### config.mk
export PLATFORM = sky130hd
export DESIGN_NAME = seg_scan_ctrl
export DESIGN_NICKNAME = d
export VERILOG_FILES = /design/src/rtl/seg_scan_pkg.sv /design/src/rtl/seg_scan_ctrl_hex7seg.sv /design/src/rtl/seg_scan_ctrl.sv
export SDC_FILE = /design/constraint.sdc
export NUM_CORES = 1
export LEC_CHECK = 0
export BUFFER_PORTS_ARGS = -buffer_cell sky130_fd_sc_hd__buf_2
export CAP_MARGIN = 25
export CORE_MARGIN = 2
export CORE_UTILIZATION = 36
export CTS_BUF_LIST = sky130_fd_sc_hd__clkbuf_8
export DETAILED_ROUTE_END_ITERATION = 8
export GPL_ROUTABILITY_DRIVEN = 1
export PLACE_DENSITY = 0.54
export SYNTH_ARGS = -nofsm -noshare
export SYNTH_HDL_FRONTEND = slang
export SYNTH_HIERARCHICAL = 1
export SYNTH_SLANG_ARGS = --single-unit
### constraint.sdc
create_clock -name clk -period 4.19 [get_ports clk]
set_input_delay 0.419 -clock clk [delete_from_list [all_inputs] [get_ports clk]]
set_output_delay 0.419 -clock clk [all_outputs]
set_load 0.02 [all_outputs]
### src/rtl/seg_scan_pkg.sv
// Shared encodings and the hex-to-segment table for the seven-segment scan controller.
package seg_scan_pkg;

  typedef enum logic [1:0] {
    ST_IDLE  = 2'd0,
    ST_BLANK = 2'd1,
    ST_DRIVE = 2'd2
  } state_t;

  // Decoder enables ordered {G1, G2AN, G2BN}
  localparam logic [2:0] G_ON      = 3'b100;
  localparam logic [2:0] G_OFF     = 3'b011;
  localparam logic [6:0] SEG_BLANK = 7'h7F;

  // Active-low {g,f,e,d,c,b,a}
  function automatic logic [6:0] hex_to_seg(input logic [3:0] h);
    logic [6:0] s;
    case (h)
      4'h0: s = 7'h40;
      4'h1: s = 7'h79;
      4'h2: s = 7'h24;
      4'h3: s = 7'h30;
      4'h4: s = 7'h19;
      4'h5: s = 7'h12;
      4'h6: s = 7'h02;
      4'h7: s = 7'h78;
      4'h8: s = 7'h00;
      4'h9: s = 7'h10;
      4'hA: s = 7'h08;
      4'hB: s = 7'h03;
      4'hC: s = 7'h46;
      4'hD: s = 7'h21;
      4'hE: s = 7'h06;
      default: s = 7'h0E;
    endcase
    return s;
  endfunction

endpackage

### src/rtl/seg_scan_ctrl_hex7seg.sv
// Combinational hex nibble to active-low seven-segment pattern.
module hex7seg
  import seg_scan_pkg::*;
(
  input  logic [3:0] hex,
  output logic [6:0] seg_n
);

  assign seg_n = hex_to_seg(hex);

endmodule

### src/rtl/seg_scan_ctrl.sv
// Eight-digit seven-segment scan controller driving a 3-8 decoder, with blanking
// gaps between digits and a one-entry write buffer applied at frame boundaries.
module seg_scan_ctrl
  import seg_scan_pkg::*;
#(
  parameter int CLK_DIV   = 50000,
  parameter int BLANK_CYC = 16,
  parameter int DIGITS    = 8
) (
  input  logic        clk,
  input  logic        rst,
  input  logic        en,
  input  logic        wr_valid,
  output logic        wr_ready,
  input  logic [31:0] wr_data,
  input  logic [7:0]  wr_dp,
  input  logic [7:0]  dig_mask,
  output logic        sel_a,
  output logic        sel_b,
  output logic        sel_c,
  output logic        dec_g1,
  output logic        dec_g2an,
  output logic        dec_g2bn,
  output logic [6:0]  seg_n,
  output logic        dp_n,
  output logic        frame_tick
);

  localparam int             CW         = (CLK_DIV > 1) ? $clog2(CLK_DIV) : 1;
  localparam logic [CW-1:0]  SLOT_LAST  = CW'(CLK_DIV - 1);
  localparam logic [CW-1:0]  BLANK_LAST = CW'(BLANK_CYC - 1);
  localparam logic [2:0]     IDX_LAST   = 3'(DIGITS - 1);

  state_t        state, nxt_state;
  logic [CW-1:0] cnt, nxt_cnt;
  logic [2:0]    idx, nxt_idx;
  logic [2:0]    g_q, nxt_g;
  logic [2:0]    sel_q, nxt_sel;
  logic [6:0]    seg_q, nxt_seg;
  logic          dp_q, nxt_dp;
  logic          tick_q, nxt_tick;

  logic [31:0]   act_data, pend_data;
  logic [7:0]    act_dp, pend_dp;
  logic          rdy_q;
  logic          accept, copy;
  logic [6:0]    dec_seg;

  hex7seg u_hex (
    .hex   (act_data[{nxt_idx, 2'b00} +: 4]),
    .seg_n (dec_seg)
  );

  assign accept = wr_valid && rdy_q;
  // Pending data lands on the last-digit DRIVE->BLANK edge, or any time the scan is idle
  assign copy   = !rdy_q && ((state == ST_IDLE) ||
                  (state == ST_DRIVE && cnt == SLOT_LAST && idx == IDX_LAST));

  always_comb begin
    nxt_state = state;
    nxt_cnt   = cnt;
    nxt_idx   = idx;
    nxt_g     = G_OFF;
    nxt_sel   = sel_q;
    nxt_seg   = SEG_BLANK;
    nxt_dp    = 1'b1;
    nxt_tick  = 1'b0;
    case (state)
      ST_IDLE: begin
        if (en) begin
          nxt_state = ST_BLANK;
          nxt_cnt   = '0;
          nxt_idx   = '0;
        end
      end
      ST_BLANK: begin
        if (cnt == BLANK_LAST) nxt_state = ST_DRIVE;
        nxt_cnt = cnt + CW'(1);
      end
      ST_DRIVE: begin
        if (cnt == SLOT_LAST) begin
          nxt_state = ST_BLANK;
          nxt_cnt   = '0;
          nxt_idx   = (idx == IDX_LAST) ? 3'd0 : idx + 3'd1;
        end else begin
          nxt_cnt = cnt + CW'(1);
        end
      end
      default: nxt_state = ST_IDLE;
    endcase
    if (!en) begin
      nxt_state = ST_IDLE;
      nxt_cnt   = '0;
    end
    // Outputs are precomputed from the next state so they register on the same edge
    if (nxt_state == ST_BLANK) begin
      nxt_sel = nxt_idx;
    end else if (nxt_state == ST_DRIVE) begin
      nxt_sel  = nxt_idx;
      nxt_g    = dig_mask[nxt_idx] ? G_OFF : G_ON;
      nxt_seg  = dec_seg;
      nxt_dp   = ~act_dp[nxt_idx];
      nxt_tick = (nxt_cnt == SLOT_LAST) && (nxt_idx == IDX_LAST);
    end
  end

  always_ff @(posedge clk or posedge rst) begin
    if (rst) begin
      state  <= ST_IDLE;
      cnt    <= '0;
      idx    <= '0;
      g_q    <= G_OFF;
      sel_q  <= '0;
      seg_q  <= SEG_BLANK;
      dp_q   <= 1'b1;
      tick_q <= 1'b0;
    end else begin
      state  <= nxt_state;
      cnt    <= nxt_cnt;
      idx    <= nxt_idx;
      g_q    <= nxt_g;
      sel_q  <= nxt_sel;
      seg_q  <= nxt_seg;
      dp_q   <= nxt_dp;
      tick_q <= nxt_tick;
    end
  end

  always_ff @(posedge clk or posedge rst) begin
    if (rst) begin
      rdy_q     <= 1'b1;
      pend_data <= '0;
      pend_dp   <= '0;
      act_data  <= '0;
      act_dp    <= '0;
    end else begin
      if (accept) begin
        rdy_q     <= 1'b0;
        pend_data <= wr_data;
        pend_dp   <= wr_dp;
      end else if (copy) begin
        rdy_q    <= 1'b1;
        act_data <= pend_data;
        act_dp   <= pend_dp;
      end
    end
  end

  assign wr_ready   = rdy_q;
  assign {sel_c, sel_b, sel_a}        = sel_q;
  assign {dec_g1, dec_g2an, dec_g2bn} = g_q;
  assign seg_n      = seg_q;
  assign dp_n       = dp_q;
  assign frame_tick = tick_q;

endmodule

* Word level (Yosys, flattened, before mapping)
Memory sizes are Yosys's and may differ from the RTL's.
Cells that the tools add are included.
** Word-level totals
- Flip-flop bits (word level) :: 117
- Bits in read-only memories :: 112
- Logic and storage cells :: 68
- Memories :: 1
** Memory list
- (no name shown) :: depth 16, bits a word 7, rd ports 1, clocked after Yosys merged registers in 0, wr ports 0, RTL line seg_scan_pkg.sv:18 : case (h)
** Operators by class
- Reductions and logical operators :: 11
- Equal/unequal tests :: 9
- Bitwise logic cells :: 2
- Mux-type cells :: 28
- Shift operators :: 1
- Add/sub/neg operators :: 2
- Order comparisons :: 1
** Operators with widths (count)
- $pmux W16 S3 :: 1
- $eq A16 B16 Y1 const B :: 2
- $mux W16 :: 2
- $shiftx A32 B6 Y4 :: 1
- $mux W3 :: 8
- $add A16 B1 Y16 const B :: 1
- $eq A16 B4 Y1 const B :: 1
- $mux W7 :: 2
- $mux W1 :: 8
- $bmux W1 S3 :: 2
- $eq A3 B3 Y1 const B :: 2
- $mux W2 :: 3
- $pmux W2 S3 :: 1
- $pmux W3 S2 :: 1
- $logic_and A1 B1 Y1 :: 5
- $eq A2 B1 Y1 const B :: 2
- $eq A2 B2 Y1 const B :: 2
- $lt A3 B4 Y1 const B :: 1
- $reduce_bool A2 Y1 :: 2
- $add A3 B1 Y3 const B :: 1
- $logic_not A2 Y1 :: 1
- $not A1 Y1 :: 2
- $reduce_and A2 Y1 :: 1
- $logic_not A1 Y1 :: 1
- $logic_or A1 B1 Y1 :: 1

* Depth between registers and ports, before layout
- Word-level depth :: 9
- Mapped depth :: 16

* Hierarchy
Netlist, hierarchy kept.
** Modules (own cells, without submodules)
- seg_scan_ctrl :: cells an instance 413, area each 5258.8 um^2, instances 1
- hex7seg :: cells an instance 33, area each 274.0 um^2, instances 1

* Least setup slack after synthesis
No wires, ideal clock.
- Path kind :: register to register
- From :: reg cnt[4]
- To :: reg seg_q[3] (netlist: seg_n[3])
- Cell stages (with the launch flop) :: 16
- Setup time :: 0.088 ns
- Slack :: -0.053 ns
- Required time :: 4.102 ns
- Arrival :: 4.156 ns
- Buffers on the path :: 3
- Cell sequence :: dfrtp_1 buf_6 or4_4 nor4_4 mux2i_1 a21oi_2 inv_2 buf_6 buf_2 mux2i_1 a221oi_1 inv_1 ha_1 inv_1 mux4_1 nand2b_1
** On the way
- Cells in the longest elaborated chain, start to end :: 7
- Elaborated cells on any way between the ends :: 14
- Those cells by class :: 4 x eq/ne; 1 x shift; 8 x mux; 1 x memory
** RTL lines
- start, declared :: RTL line seg_scan_ctrl.sv:35 : logic [CW-1:0] cnt, nxt_cnt;
- start signal, assigned :: RTL line seg_scan_ctrl.sv:119 : cnt <= nxt_cnt;
- $eq A16 B16 Y1 :: RTL line seg_scan_ctrl.sv:81 : if (cnt == SLOT_LAST) begin
- $mux W3 :: RTL line seg_scan_ctrl.sv:81
- $pmux W3 S2 :: RTL line seg_scan_ctrl.sv:68 : case (state)
- named net nxt_idx[2] :: RTL line seg_scan_ctrl.sv:36 : logic [2:0] idx, nxt_idx;
- $shiftx A32 B6 Y4 :: RTL line seg_scan_ctrl.sv:50 : .hex (act_data[{nxt_idx, 2'b00} +: 4]),
- $mem_v2 Z16 W7
- named net dec_seg[3] :: RTL line seg_scan_ctrl.sv:47 : logic [6:0] dec_seg;
- $mux W7 :: RTL line seg_scan_ctrl.sv:98 : end else if (nxt_state == ST_DRIVE) begin
- $mux W7 :: RTL line seg_scan_ctrl.sv:96 : if (nxt_state == ST_BLANK) begin
- named net nxt_seg[3] :: RTL line seg_scan_ctrl.sv:39 : logic [6:0] seg_q, nxt_seg;
- end signal, assigned :: RTL line seg_scan_ctrl.sv:123 : seg_q <= nxt_seg;
- end, declared :: RTL line seg_scan_ctrl.sv:39
The timed path passes the listed nets, and every way through them passes these cells.
A chain may end at the register's enable or synchronous reset.

* Worst setup path after layout
- From :: reg cnt[5]
- To :: reg seg_q[3] (netlist: seg_n[3])
** On the way
- Cells in the longest elaborated chain, start to end :: 7
- Elaborated cells on any way between the ends :: 14
- Those cells by class :: 4 x eq/ne; 1 x shift; 8 x mux; 1 x memory
** RTL lines (RTL line)
- $eq A16 B16 Y1 :: seg_scan_ctrl.sv:81
- $mux W3 :: seg_scan_ctrl.sv:81
- $pmux W3 S2 :: seg_scan_ctrl.sv:68
- $shiftx A32 B6 Y4 :: seg_scan_ctrl.sv:50
- $mem_v2 Z16 W7
- named net dec_seg[3] :: seg_scan_ctrl.sv:47
- $mux W7 :: seg_scan_ctrl.sv:98
- $mux W7 :: seg_scan_ctrl.sv:96
- named net nxt_seg[3] :: seg_scan_ctrl.sv:39
The timed path passes the listed nets, and every way through them passes these cells.

==> metrics.txt <==
status finished clean; CP Capture Type flop; Die Span Y 128 microns; Setup CP Type flop to flop; GRT Residual Overflow 0; Antenna Nets Post-Route 0; Reg2Reg Depth 13; Peak VDD IR 0.276 mV; Logic pwr share 20.4%; root buffer cell clkbuf_8; initial core utilization 36.7%; Synth top cells by count 106 x dfrtp_1, 92 x mux2_2, 31 x nor2_1, 28 x nand2_1, 22 x mux2i_1; main area contributors after synthesis dfrtp_1 48%, mux2_2 19%, dfstp_2 4.7%, mux2i_1 4.0%, ha_1 2.7%; buffer depth of the longest clock path 2; post-DR wirelength/cell 15.9 microns; CTS tree done; clock skew 7.96 ps; Clock Power Share 34.0%; Hold WC Path Type primary input to async pin; Area Growth Syn to Fin 17.8%; Core Area 15100 sq um; initial antenna violation count 0; Setup-failing EPs final 0; Setup crit start kind flop; diode count 0; P per Cell Area 518 nW/um^2; synthesized cell area 5530 sq um; gpl congestion 0.852; die width 128 microns; max_cap viols 0; final hold viol count 0; Worst EP required 4550 ps; post-route minimum period 3870 ps; fin cells 719; Ports 68; sequential area share after synthesis 52.7%; Tightest Pin Transition 942 ps; Die ar. 16400 sq um; vias in the first global route 3766; DR vias/cell 5.00; fmax 258 MHz; Synth top area share 47.9%; vias post-DR 3595; Synth cell types 59; CTS Sinks 116; Max-slew headroom 37.0%; Syn Nets 510; fin. max-slew vios 0; dpl cells 687; Tcrit/Tclk final 92.4%; layout cells sized above 1 42.0%; synthesized instance count 446; Syn Area/Cell 12.4 sq um; Post-synth top flop dfrtp_1; WL final 11400 microns; Buffers on Ports 67; Worst R2R Start cnt[5]; Worst-path clk slew 70 ps; row count 45; Reg power frac 45.6%; critical path data arrival time 4230 ps; pin count of the biggest net entering global routing 59; P_leak 0.00281 uW; DRC Markers 0; Pre-antenna DRT Iters 4; first-pass GRT wire length 19200 microns; count leader, synth dfrtp_1; Post-synth EDFFs 0; area leader, netlist dfrtp_1; Pint 2480 uW; Post-Route Setup TNS 0 ps; Reg-to-Reg End seg_n[3]; Place WS 175 ps; CP max FO 17; power consumption 3380 uW; Switching Fraction 26.7%; RSZ-0062 raised after global routing false; DRT iter0 DRCs 140; R2R setup slack 320 ps; worst skew pair latency 440 ps; total track usage 15.3%; nets@finish 582; post-route setup slack 320 ps; depth of the CTS H-tree 4; sw power 903 uW; Synth Warn # 6; ys async rst share 100%; CTS Buf Count 17; Synth Register Bits 116; Post-DP HPWL 8220 microns
-- cells by family after synthesis --
group                    Yosys count  synth area share (%)
AO/OA/AOI/OAI                     38                  4.84
XOR/XNOR                          17                  2.69
adder cells (fa/ha/maj)           12                  2.71
buffers and inverters             38                  3.17
flip-flops                       116                  52.7
multiplexers                     117                  23.7
AND/OR/NAND/NOR                  108                  10.2
-- state kept, by name, indices dropped and copies added, names as in the netlist --
register    count
g_q             2
idx             3
wr_ready        1
state           2
pend_dp         8
sel_q           3
dp_n            1
seg_n           7
act_data       32
pend_data      32
cnt            16
act_dp          8
frame_tick      1
-- per-stage QoR --
step	util, %	hold WS, ps	area [sq um]
CTS	43.2	107	6510
floorplan	-	474	5540
detailed placement	40.2	494	6070
finish	43.2	102	6520
global placement	40.2	487	6070
global route	43.2	143	6520
-- cells in the final DEF (no fill, tap or decap), drive strengths merged, types with 3 or more instances in the layout --
| cell | n |
|---|---|
| bufinv | 4 |
| nand3 | 4 |
| a21oi | 6 |
| xor2 | 7 |
| o21ai | 8 |
| buf | 78 |
| inv | 14 |
| clkbuf | 19 |
| xnor2 | 10 |
| nor3 | 5 |
| o22ai | 5 |
| nand2 | 28 |
| nand4 | 7 |
| mux2i | 22 |
| nor2 | 31 |
| or4 | 4 |
| clkinv | 4 |
| dfstp | 10 |
| ha | 12 |
| nand2b | 9 |
| a221oi | 3 |
| clkinvlp | 4 |
| mux2 | 94 |
| dfrtp | 106 |
| nor2b | 3 |
-- timing repair --
item	CTS	global route
resized for setup	0	2
buffers inserted	0	0
hold buffers	0	0
endpoints found under the setup margin	0	1
-- area by class of cell --
type,instances,area (sq um)
Clock buffer,19,262
Inverter,13,53.8
Sequential cell,116,2920
Timing Repair Buffer,78,418
Clock inverter,13,181
Multi-Input combinational cell,292,2450
Tap cell,188,235
Fill cell,1456,8570
-- power by group through the flow --
stage	clock network [uW]	logic, uW	registers [uW]
6_report	1150	690	1540
3_5_place_dp	0	695	1570
5_1_grt	1230	774	1580
4_1_cts	1170	701	1550
3_3_place_gp	0	674	1570
2_1_floorplan	0	566	1500
-- worst max-delay path: stages, from the launching register on --
cell and delay (ps):
dfrtp_1 460, or4_4 550, nor4_4 350, mux2i_1 360, a21oi_2 100, inv_4 230, mux2_2 210, o22ai_1 80
a221oi_1 280, inv_1 180, ha_1 310, inv_1 40, mux4_1 460, nand2b_1 170
-- how the worst max path moves through the flow --
stage                 from  endpoint  slack, ps
floorplan           cnt[4]  seg_n[3]         80
global placement    cnt[5]  seg_n[3]        330
detailed placement  cnt[5]  seg_n[3]        180
CTS                 cnt[5]  seg_n[3]        170
global route        cnt[3]  seg_n[3]         10
finish              cnt[5]  seg_n[3]        320
-- layer usage --
layer  vias up  global-route usage, %  part of all wire (%)  wire length, microns
met5         -                      0                     0                     0
met4         0                   6.53                   2.0                   230
met3        21                   4.59                   4.9                   557
met2        80                   22.9                    46                  5230
met1      1772                   20.7                    47                  5390
li1       1722                      -                     -                     -
Note: power is estimated with default switching activity, not from simulation.
